[src/rtl/camera_pixel_capture.sv]
// camera_pixel_capture: samples a parallel camera bus in the system clock domain and emits
// x/y-tagged pixels with frame start/end markers and a sticky malformed-frame flag.
module camera_pixel_capture #(
  parameter int frame_width = 640,
  parameter int frame_height = 480,
  parameter int bytes_per_pixel = 2,
  parameter int coord_width = 12
) (
  input  logic                   input_clock,
  input  logic                   reset,
  input  logic                   capture_enable,
  input  logic                   cam_pclk,
  input  logic                   cam_vsync,
  input  logic                   cam_href,
  input  logic [7:0]             cam_data,
  output logic [15:0]            pixel_data,
  output logic                   pixel_valid,
  output logic [coord_width-1:0] pixel_x,
  output logic [coord_width-1:0] pixel_y,
  output logic                   frame_start,
  output logic                   frame_end,
  output logic                   frame_error
);
  typedef enum logic {WAIT_VSYNC, ACTIVE} state_t;
  localparam logic [coord_width-1:0] x_max = coord_width'(frame_width);
  localparam logic [coord_width-1:0] x_last = coord_width'(frame_width - 1);
  localparam logic [coord_width-1:0] y_last = coord_width'(frame_height - 1);
  localparam bit two_byte = (bytes_per_pixel == 2);
  // bus bits: [10:3] data, [2] href, [1] vsync, [0] pclk; s3_q is the previous synchronized sample
  logic [10:0] s1_q, s2_q, s3_q;
  logic rise_q, vrise_q, vfall_q, hfall_q, href_q;
  logic [7:0] byte_q, hi_q;
  state_t state_q;
  logic [coord_width-1:0] x_q, y_q, px_q, py_q;
  logic phase_q, first_q, err_q, pv_q, fs_q, fe_q;
  logic [15:0] pd_q;
  always_ff @(posedge input_clock) begin
    if (reset) begin
      {s1_q, s2_q, s3_q} <= '0;
      {rise_q, vrise_q, vfall_q, hfall_q, href_q} <= '0;
      byte_q <= '0;
    end else begin
      s1_q <= {cam_data, cam_href, cam_vsync, cam_pclk};
      s2_q <= s1_q;
      s3_q <= s2_q;
      rise_q <= s2_q[0] & ~s3_q[0];
      vrise_q <= s2_q[1] & ~s3_q[1];
      vfall_q <= ~s2_q[1] & s3_q[1];
      hfall_q <= ~s2_q[2] & s3_q[2];
      href_q <= s2_q[2];
      byte_q <= s2_q[10:3];
    end
  end
  always_ff @(posedge input_clock) begin
    if (reset) begin
      state_q <= WAIT_VSYNC;
      x_q <= '0;
      y_q <= '0;
      phase_q <= 1'b0;
      hi_q <= '0;
      first_q <= 1'b0;
      err_q <= 1'b0;
      pd_q <= '0;
      pv_q <= 1'b0;
      px_q <= '0;
      py_q <= '0;
      fs_q <= 1'b0;
      fe_q <= 1'b0;
    end else begin
      pv_q <= 1'b0;
      fs_q <= 1'b0;
      fe_q <= 1'b0;
      if (state_q == WAIT_VSYNC) begin
        if (vfall_q && capture_enable) begin
          state_q <= ACTIVE;
          x_q <= '0;
          y_q <= '0;
          phase_q <= 1'b0;
          first_q <= 1'b1;
          err_q <= 1'b0;
        end
      end else if (vrise_q) begin
        err_q <= 1'b1;
        phase_q <= 1'b0;
        state_q <= WAIT_VSYNC;
      end else if (hfall_q) begin
        if (x_q != x_max || phase_q) err_q <= 1'b1;
        x_q <= '0;
        phase_q <= 1'b0;
        y_q <= y_q + coord_width'(1);
        if (y_q == y_last) state_q <= WAIT_VSYNC;
      end else if (rise_q && href_q) begin
        if (x_q == x_max) begin
          err_q <= 1'b1;
        end else if (!phase_q && two_byte) begin
          hi_q <= byte_q;
          phase_q <= 1'b1;
        end else begin
          pv_q <= 1'b1;
          pd_q <= two_byte ? {hi_q, byte_q} : {8'h00, byte_q};
          px_q <= x_q;
          py_q <= y_q;
          fs_q <= first_q;
          fe_q <= (x_q == x_last) && (y_q == y_last);
          first_q <= 1'b0;
          phase_q <= 1'b0;
          x_q <= x_q + coord_width'(1);
        end
      end
    end
  end
  assign pixel_data = pd_q;
  assign pixel_valid = pv_q;
  assign pixel_x = px_q;
  assign pixel_y = py_q;
  assign frame_start = fs_q;
  assign frame_end = fe_q;
  assign frame_error = err_q;
endmodule

[config.mk]
export PLATFORM = sky130hd
export DESIGN_NAME = camera_pixel_capture
export DESIGN_NICKNAME = d
export VERILOG_FILES = /design/src/rtl/camera_pixel_capture.sv
export SDC_FILE = /design/constraint.sdc
export NUM_CORES = 1
export LEC_CHECK = 0
export BUFFER_PORTS_ARGS = -buffer_cell sky130_fd_sc_hd__buf_2
export CORE_ASPECT_RATIO = 1.5
export CORE_MARGIN = 4
export CORE_UTILIZATION = 30
export CTS_CLUSTER_DIAMETER = 100
export DETAILED_ROUTE_END_ITERATION = 10
export MAX_ROUTING_LAYER = met4
export PLACE_DENSITY = 0.44
export SLEW_MARGIN = 20
export SYNTH_ARGS = -nofsm -noshare
export SYNTH_HDL_FRONTEND = slang
export SYNTH_SLANG_ARGS = --single-unit
[constraint.sdc]
create_clock -name input_clock -period 3.9 [get_ports input_clock]
set_input_delay 0.39 -clock input_clock [delete_from_list [all_inputs] [get_ports input_clock]]
set_output_delay 0.39 -clock input_clock [all_outputs]
set_load 0.005 [all_outputs]
==> impl_metrics.yaml, run 1 <==
critical_path:
  cp-end-kind: "flip-flop"
  arrival_ns: 2.46
  start_kind: "flip-flop"
  critPathBufInv: 1
  slowest_stage: "nand3b_1"
  crit_chain: "inv_1, ha_1, and4bb_4, a31oi_4, nand3b_1, mux2i_1, nor2_1"
  crit_family: "simple AND/OR/NAND/NOR gates"
  crit_fanout: 10
  cp_slowest_stage_delay_ns: 0.48
  r2r_start: "x_q[0]"
  critPathLaunch: "x_q[0]"
  required_ns: 4.17
  critical_path_class: "flip-flop to flip-flop"
finish:
  nets: 527
  fillers: 1413
  syn2layout_area_growth_pct: 23.2
  n_antenna_cell: 0
  fin_area_mm2: 0.00517
  utilization_pct: 38.0
  drive_gt1_share_pct: 21.0
clocking:
  cts_hold_buf: 0
  worstSkewPairLatency_ns: 0.40
  cts_tree: "built"
  cts.path.max_buffers: 2
  htree_levels: 4
  path_clk_slew_ns: 0.06
  cts_sinks: 116
  cts_buffers: 17
  cts_root_buffer: "clkbuf_16"
  cts.repair.resized: 0
  cts_setup_buffers: 0
die:
  die_w_um: 105
  rows: 52
  dieArea_mm2: 0.0160
  start_util_pct: 30.9
  die_h_um: 153
  top_level_ports: 58
  fp.coreArea_mm2: 0.0136
placed_design:
  placed_area_mm2: 0.00459
  preCtsSetupSlack_ns: 1.70
  numPortBuffers: 57
  hpwl_um: 6000
  place.gp.congestion: 0.797
outcome:
  outcome: "finished clean"
power_and_ir_drop:
  ir_worst_vdd_mv: 0.264
  powerDensity_mw_per_mm2: 529
  power_mw: 2.73
  p_leak_nw: 2.04
logic_synthesis:
  netlist_area_mm2: 0.00420
  yosysWarnings: 0
  synth_ff_type: "dfxtp_1"
  ys_ff_latch: 116
  synth_edf_count: 0
  ys_seq_area_share_pct: 55.4
  ys_types: 43
  yosysTopAreaCellShare_pct: 55.4
  syn_area_per_cell_um2: 9.20
  synthTopCellsByArea: "dfxtp_1 55%, nand2_1 8.2%, a21oi_1 6.4%, nor2b_1 5.4%, nor2_1 2.3%"
  synth_fp_nets: 473
  syn_inst: 456
  async_flop_share_pct: 0
  synth_top_area_cell: "dfxtp_1"
sta:
  tightest_slew_ns: 0.623
  setup_viol: 0
  slew_headroom_pct: 58.5
  rsz0062_at_grt: "false"
  slew_violations: 0
  period_share_pct: 56.0
  period_minus_slack_ns: 2.18
  final-hold-violation-count: 0
  fmax_mhz: 458
  postLayoutSetupSlackWorst_ns: 1.72
  setup_tns_ns: 0
  finalClockSkew_ns: 0.00989
routing:
  ant_nets: 0
  wire_per_inst_um: 12.9
  viasPerCell: 4.60
  first_iter_violations: 96
  totalWireLength_um: 8840
  drc: 0
  vias: 3154
  firstDrtPassIters: 5
grt:
  grt_overflow_total: 0
  grt_pass1_wl_um: 15100
  grt_usage_pct: 11.9
  grt_pass1_vias: 2999
  antenna_found_initial: 0
  grt_max_degree: 45
flow_run:
  cap_violations: 0
hold_path:
  hp-class: "input pin to flip-flop"
  hp-start: "cam_data[3]"
## power breakdown
| part | switching, mW | leakage (nW) | internal, mW |
|---|---|---|---|
| combinational | 0.0255 | 0.821 | 0.0158 |
| clock | 0.576 | 0.277 | 0.911 |
| sequential | 0.00457 | 0.940 | 1.20 |
| total | 0.606 | 2.04 | 2.13 |
## metrics by stage
step                      hold WS, ns  instances
after floorplan                 0.367        456
after global placement          0.372        653
after detailed placement        0.375        653
after CTS                       0.172        685
after global routing            0.192        685
final                           0.189        685
## Yosys cell counts, drive strengths merged (9+ instances only)
cell type	n
a21oi	55
buf	14
clkbuf	13
dfxtp	116
nand2	92
nand3	11
nand4	9
nor2	26
nor2b	36
o21ai	9
or3	9
## kinds of logic (layout without fill, tap and decap cells)
logic type | Yosys count | in the layout | share of synthesized area, %
AO/OA/AOI/OAI | 73 | 73 | 9.96
XOR/XNOR | 12 | 12 | 2.51
adder cells (fa/ha/maj) | 3 | 3 | 0.895
buffers and inverters | 33 | 100 | 3.70
flip-flops | 116 | 116 | 55.4
multiplexers | 8 | 8 | 1.91
AND/OR/NAND/NOR | 211 | 211 | 25.7
## flip-flops by register name, summed over array words and instances, names as in the netlist, 2 cells and up
| signal | count |
|---|---|
| pixel_data | 16 |
| pixel_x | 12 |
| pixel_y | 12 |
| x_q | 12 |
| y_q | 12 |
| s1_q | 11 |
| s2_q | 11 |
| byte_q | 8 |
| hi_q | 8 |
| s3_q | 2 |
## area by class of cell
type,count,area [um^2],share of cell area [%]
well taps,162,203,3.92
inverters,6,22.5,0.436
clock inverters,14,143,2.76
clock buffers,18,439,8.49
multi-input cells,307,1720,33.2
flip-flops and latches,116,2320,44.9
repair buffers,62,323,6.24
## worst paths after layout
path / to / slack, ns / depth (start not counted)
max: hi_q[6] / 1.72 / 7
min: s1_q[6] / 0.19 / 2
max reg2reg: hi_q[6] / 1.72 / 7
min reg2reg: rise_q / 0.38 / 1
## worst register-to-register path: stages (launching register included)
cell and delay, ns:
dfxtp_1 0.35, inv_1 0.09, ha_1 0.21, and4bb_4 0.21, a31oi_4 0.36, nand3b_1 0.48, mux2i_1 0.30, nor2_1 0.06
## metal layers
metal | global-route usage [%] | share of wire (%) | vias up
li1 | - | - | 1628
met1 | 14.0 | 45 | 1454
met2 | 19.1 | 49 | 55
met3 | 3.21 | 3.3 | 17
met4 | 5.32 | 2.3 | 0
met5 | - | 0 | -
## cells in the final DEF (no fill, tap or decap), types with 5 or more instances in the layout
cell	count
nand4_1	9
buf_4	5
a21oi_1	54
clkbuf_16	17
or3_2	5
inv_1	6
mux2i_1	8
nor2b_1	36
nand2_1	92
inv_6	6
buf_2	57
nand3_1	10
o21ai_0	9
dfxtp_1	116
nor2_1	26
xor2_1	8
Power figures use the tool's default switching activity.
==> run 2, diff against run 1 <==
clock period = 2.2 ns   (was 3.9 ns; I/O delays follow)
==> impl_metrics.yaml, run 2 (synthesis results as in run 1) <==
sta:
  final-hold-violation-count: 0
  tightest_slew_ns: 0.458
  slew_violations: 0
  period_minus_slack_ns: 2.00
  setup_viol: 0
  finalClockSkew_ns: 0.00660
  fmax_mhz: 500
  period_share_pct: 91.0
  rsz0062_at_grt: "false"
  setup_tns_ns: 0
  slew_headroom_pct: 69.2
critical_path:
  arrival_ns: 2.34
  cp_slowest_stage_delay_ns: 0.47
  critical_path_class: "flip-flop to flip-flop"
  cp-end-kind: "flip-flop"
  slowest_stage: "or3_2"
  start_kind: "flip-flop"
  crit_family: "simple AND/OR/NAND/NOR gates"
  crit_fanout: 15
  critPathBufInv: 1
  required_ns: 2.54
  crit_chain: "inv_1, ha_1, and4bb_4, a31oi_4, a21oi_4, or3_2, a21oi_1"
clocking:
  cts_hold_buf: 4
  htree_levels: 4
  cts.repair.resized: 0
  worstSkewPairLatency_ns: 0.41
  path_clk_slew_ns: 0.06
  cts_tree: "built"
  cts.path.max_buffers: 2
  cts_root_buffer: "clkbuf_16"
  cts_buffers: 17
  cts_setup_buffers: 0
  cts_sinks: 116
grt:
  grt_overflow_total: 0
  grt_pass1_vias: 2992
  use_met2_pct: 19.9
  grt_max_degree: 63
  antenna_found_initial: 0
  grt_pass1_wl_um: 15100
  use_met3_pct: 3.67
  grt_usage_pct: 12.2
  busiest_layer: "met2"
  use_met1_pct: 13.7
die:
  start_util_pct: 30.9
  top_level_ports: 58
  die_h_um: 153
  dieArea_mm2: 0.0160
  die_w_um: 105
  rows: 52
  fp.coreArea_mm2: 0.0136
placed_design:
  hpwl_um: 6070
  place.gp.congestion: 0.774
  placed_area_mm2: 0.00469
  numPortBuffers: 57
power_and_ir_drop:
  ir_worst_vdd_mv: 0.589
  power_mw: 4.93
  p_leak_nw: 2.12
  powerDensity_mw_per_mm2: 927
finish:
  syn2layout_area_growth_pct: 26.7
  mostFrequentLayoutCell: "dfxtp_1"
  n_antenna_cell: 0
  drive_gt1_share_pct: 22.1
  layout_common_cells: "116 x dfxtp_1, 92 x nand2_1, 57 x buf_2, 54 x a21oi_1, 36 x nor2b_1"
  largest_register_ffs: 16
  fin_area_mm2: 0.00532
  nets: 539
routing:
  firstDrtPassIters: 4
  first_iter_violations: 131
  ant_nets: 0
  drc: 0
  wire_per_inst_um: 12.8
  totalWireLength_um: 8950
  vias: 3155
  viasPerCell: 4.53
flow_run:
  cap_violations: 0
hold_path:
  hp-class: "input pin to flip-flop"
outcome:
  outcome: "finished clean"
-- run 2: changes by cell type in the layout (fill, tap and decap cells not counted) --
| cell | change |
|---|---|
| dlygate4sd3_1 | +4 |
| clkbuf_8 | -1 |
| inv_8 | +4 |
| inv_6 | -2 |
| clkinv_4 | +1 |
| clkinvlp_4 | -2 |
| buf_12 | +3 |
| buf_4 | +5 |
-- run 2: worst reg2reg max path: cells and delay by family, from the launching register on --
family | cells | cell delay (ns)
simple gates | 2 | 0.68
compound gates | 3 | 0.59
buf+inv | 1 | 0.10
fa+ha+maj | 1 | 0.21
flops | 1 | 0.35
-- run 2: worst paths after layout --
check,from,end,depth (start not counted),slack [ns]
max,x_q[0],x_q[5],7,0.20
min,cam_data[1],s1_q[4],2,0.03
max reg2reg,x_q[0],x_q[5],7,0.20
min reg2reg,s3_q[0],rise_q,1,0.39
-- run 2: layout make-up --
cell class / instances / area (um^2)
flip-flops and latches: 116 / 2320
clock buffers: 17 / 425
inverters: 6 / 22.5
fillers: 1380 / 8280
multi-input cells: 307 / 1720
clock inverters: 15 / 164
well taps: 162 / 203
repair buffers: 74 / 460
-- run 2: report_power, final --
part           total, mW  internal (mW)  switching (mW)
Sequential          2.13           2.13         0.00738
Combinational     0.0823         0.0356          0.0467
Clock               2.71           1.61            1.10
Total               4.93           3.77            1.16
-- run 2: per-layer routing --
metal / part of all wire [%] / up-vias
met3: 4.9 / 12
met4: 1.6 / 0
met5: 0 / -
li1: - / 1651
met1: 43 / 1434
met2: 51 / 58
-- run 2: metrics by stage --
step	worst slack (ns)	utilization (%)	hold slack [ns]	instances
4_1_cts	0.193	39.1	0.00344	697
3_3_place_gp	0.263	34.5	0.375	661
2_1_floorplan	0.342	-	0.299	456
6_report	0.198	39.1	0.0258	697
5_1_grt	0.00239	39.1	0.0116	697
3_5_place_dp	0.206	34.5	0.376	661
==> run 3, diff against run 2 <==
PLACE_DENSITY = 0.46   (was 0.44)
clock period = 1.75 ns   (was 2.2 ns; I/O delays follow)
==> impl_metrics.yaml, run 3 (synthesis results as in run 1) <==
sta:
  slew_violations: 0
  postLayoutSetupSlackWorst_ns: -0.0701
  fin_hold_ws_ns: 0.134
  setup_viol: 28
  finalClockSkew_ns: 0.0123
  period_minus_slack_ns: 1.82
  slew_headroom_pct: 63.4
  fmax_mhz: 549
  rsz0062_at_grt: "true"
  tightest_slew_ns: 0.549
  final-hold-violation-count: 0
  period_share_pct: 104
  setup_tns_ns: -0.635
critical_path:
  required_ns: 2.09
  start_kind: "flip-flop"
  critical_path_class: "flip-flop to flip-flop"
  arrival_ns: 2.16
  cp-end-kind: "flip-flop"
  crit_fanout: 5
placed_design:
  place.gp.congestion: 0.830
  numPortBuffers: 57
  placed_area_mm2: 0.00491
  hpwl_um: 6420
  dp_cells: 689
  preCtsSetupSlack_ns: -0.0632
hold_path:
  hp-class: "input pin to flip-flop"
finish:
  largest_register_ffs: 16
  fillers: 1368
  syn2layout_area_growth_pct: 37.8
  mostFrequentLayoutCell: "dfxtp_1"
  n_antenna_cell: 0
  nets: 584
  fin_area_mm2: 0.00578
  finalNonFillerCells: 742
  utilization_pct: 42.5
  drive_gt1_share_pct: 29.8
  layout_common_cells: "113 x dfxtp_1, 92 x nand2_1, 57 x buf_2, 48 x a21oi_1, 41 x buf_4"
power_and_ir_drop:
  power_mw: 6.08
  ir_worst_vdd_mv: 0.614
  p_leak_nw: 2.35
  powerDensity_mw_per_mm2: 1050
die:
  dieArea_mm2: 0.0160
  top_level_ports: 58
  start_util_pct: 30.9
  die_h_um: 153
  die_w_um: 105
  rows: 52
  fp.coreArea_mm2: 0.0136
clocking:
  cts_tree: "built"
  cts_buffers: 17
  cts.path.max_buffers: 2
  cts_root_buffer: "clkbuf_16"
  cts_sinks: 116
  worstSkewPairLatency_ns: 0.42
  htree_levels: 4
  path_clk_slew_ns: 0.06
outcome:
  failed_checks: "negative setup slack"
  outcome: "complete, but fails checks"
grt:
  grt_pass1_vias: 3447
  grt_usage_pct: 12.9
  antenna_found_initial: 0
  grt_overflow_total: 0
  grt_max_degree: 47
  grt_pass1_wl_um: 16200
routing:
  totalWireLength_um: 9690
  viasPerCell: 4.63
  first_iter_violations: 114
  ant_nets: 0
  firstDrtPassIters: 6
  vias: 3436
  drc: 0
  wire_per_inst_um: 13.1
flow_run:
  cap_violations: 0
## run 3: final timing paths
check,from,endpoint,depth (start not counted),slack (ns)
max,x_q[0],x_q[10],8,-0.07
min,capture_enable,first_q,3,0.13
max reg2reg,x_q[0],x_q[10],8,-0.07
min reg2reg,s3_q[0],rise_q,1,0.38
## run 3: report_power, final
group | internal [mW] | switching (mW) | total, mW
sequential | 2.67 | 0.00942 | 2.68
clock | 1.87 | 1.40 | 3.27
combinational | 0.0614 | 0.0653 | 0.127
total | 4.61 | 1.47 | 6.08
## run 3: area by class of cell
type | count | area [um^2] | area share [%]
clock buffers | 17 | 425 | 7.36
clock inverters | 15 | 135 | 2.34
inverters | 6 | 22.5 | 0.390
multi-input cells | 308 | 1810 | 31.3
flip-flops and latches | 116 | 2330 | 40.2
well taps | 162 | 203 | 3.51
repair buffers | 118 | 857 | 14.8
## run 3: metal layers
layer | share of wire, % | GRT usage [%] | vias up | wire length (um)
li1 | - | - | 1747 | -
met1 | 42 | 13.7 | 1614 | 4040
met2 | 53 | 21.7 | 61 | 5100
met3 | 3.8 | 3.84 | 14 | 368
met4 | 1.9 | 6.46 | 0 | 185
met5 | 0 | - | - | 0
## run 3: timing repair
| action | 4_1_cts | 5_1_grt |
|---|---|---|
| hold endpoints to repair | 11 | 0 |
| buffers inserted | 4 | 4 |
| hold buffers | 11 | 0 |
| endpoints found under the setup margin | 48 | 63 |
| gates cloned | 0 | 2 |
| pin swaps | 1 | 6 |
| resized for setup | 5 | 33 |
## run 3: worst max-delay path: stages (launching register included)
cell and delay, ns:
dfxtp_2 0.34, inv_2 0.06, ha_4 0.15, and4bb_4 0.20, a31oi_4 0.27, buf_4 0.18
a21oi_4 0.07, or3_1 0.35, a21oi_1 0.12
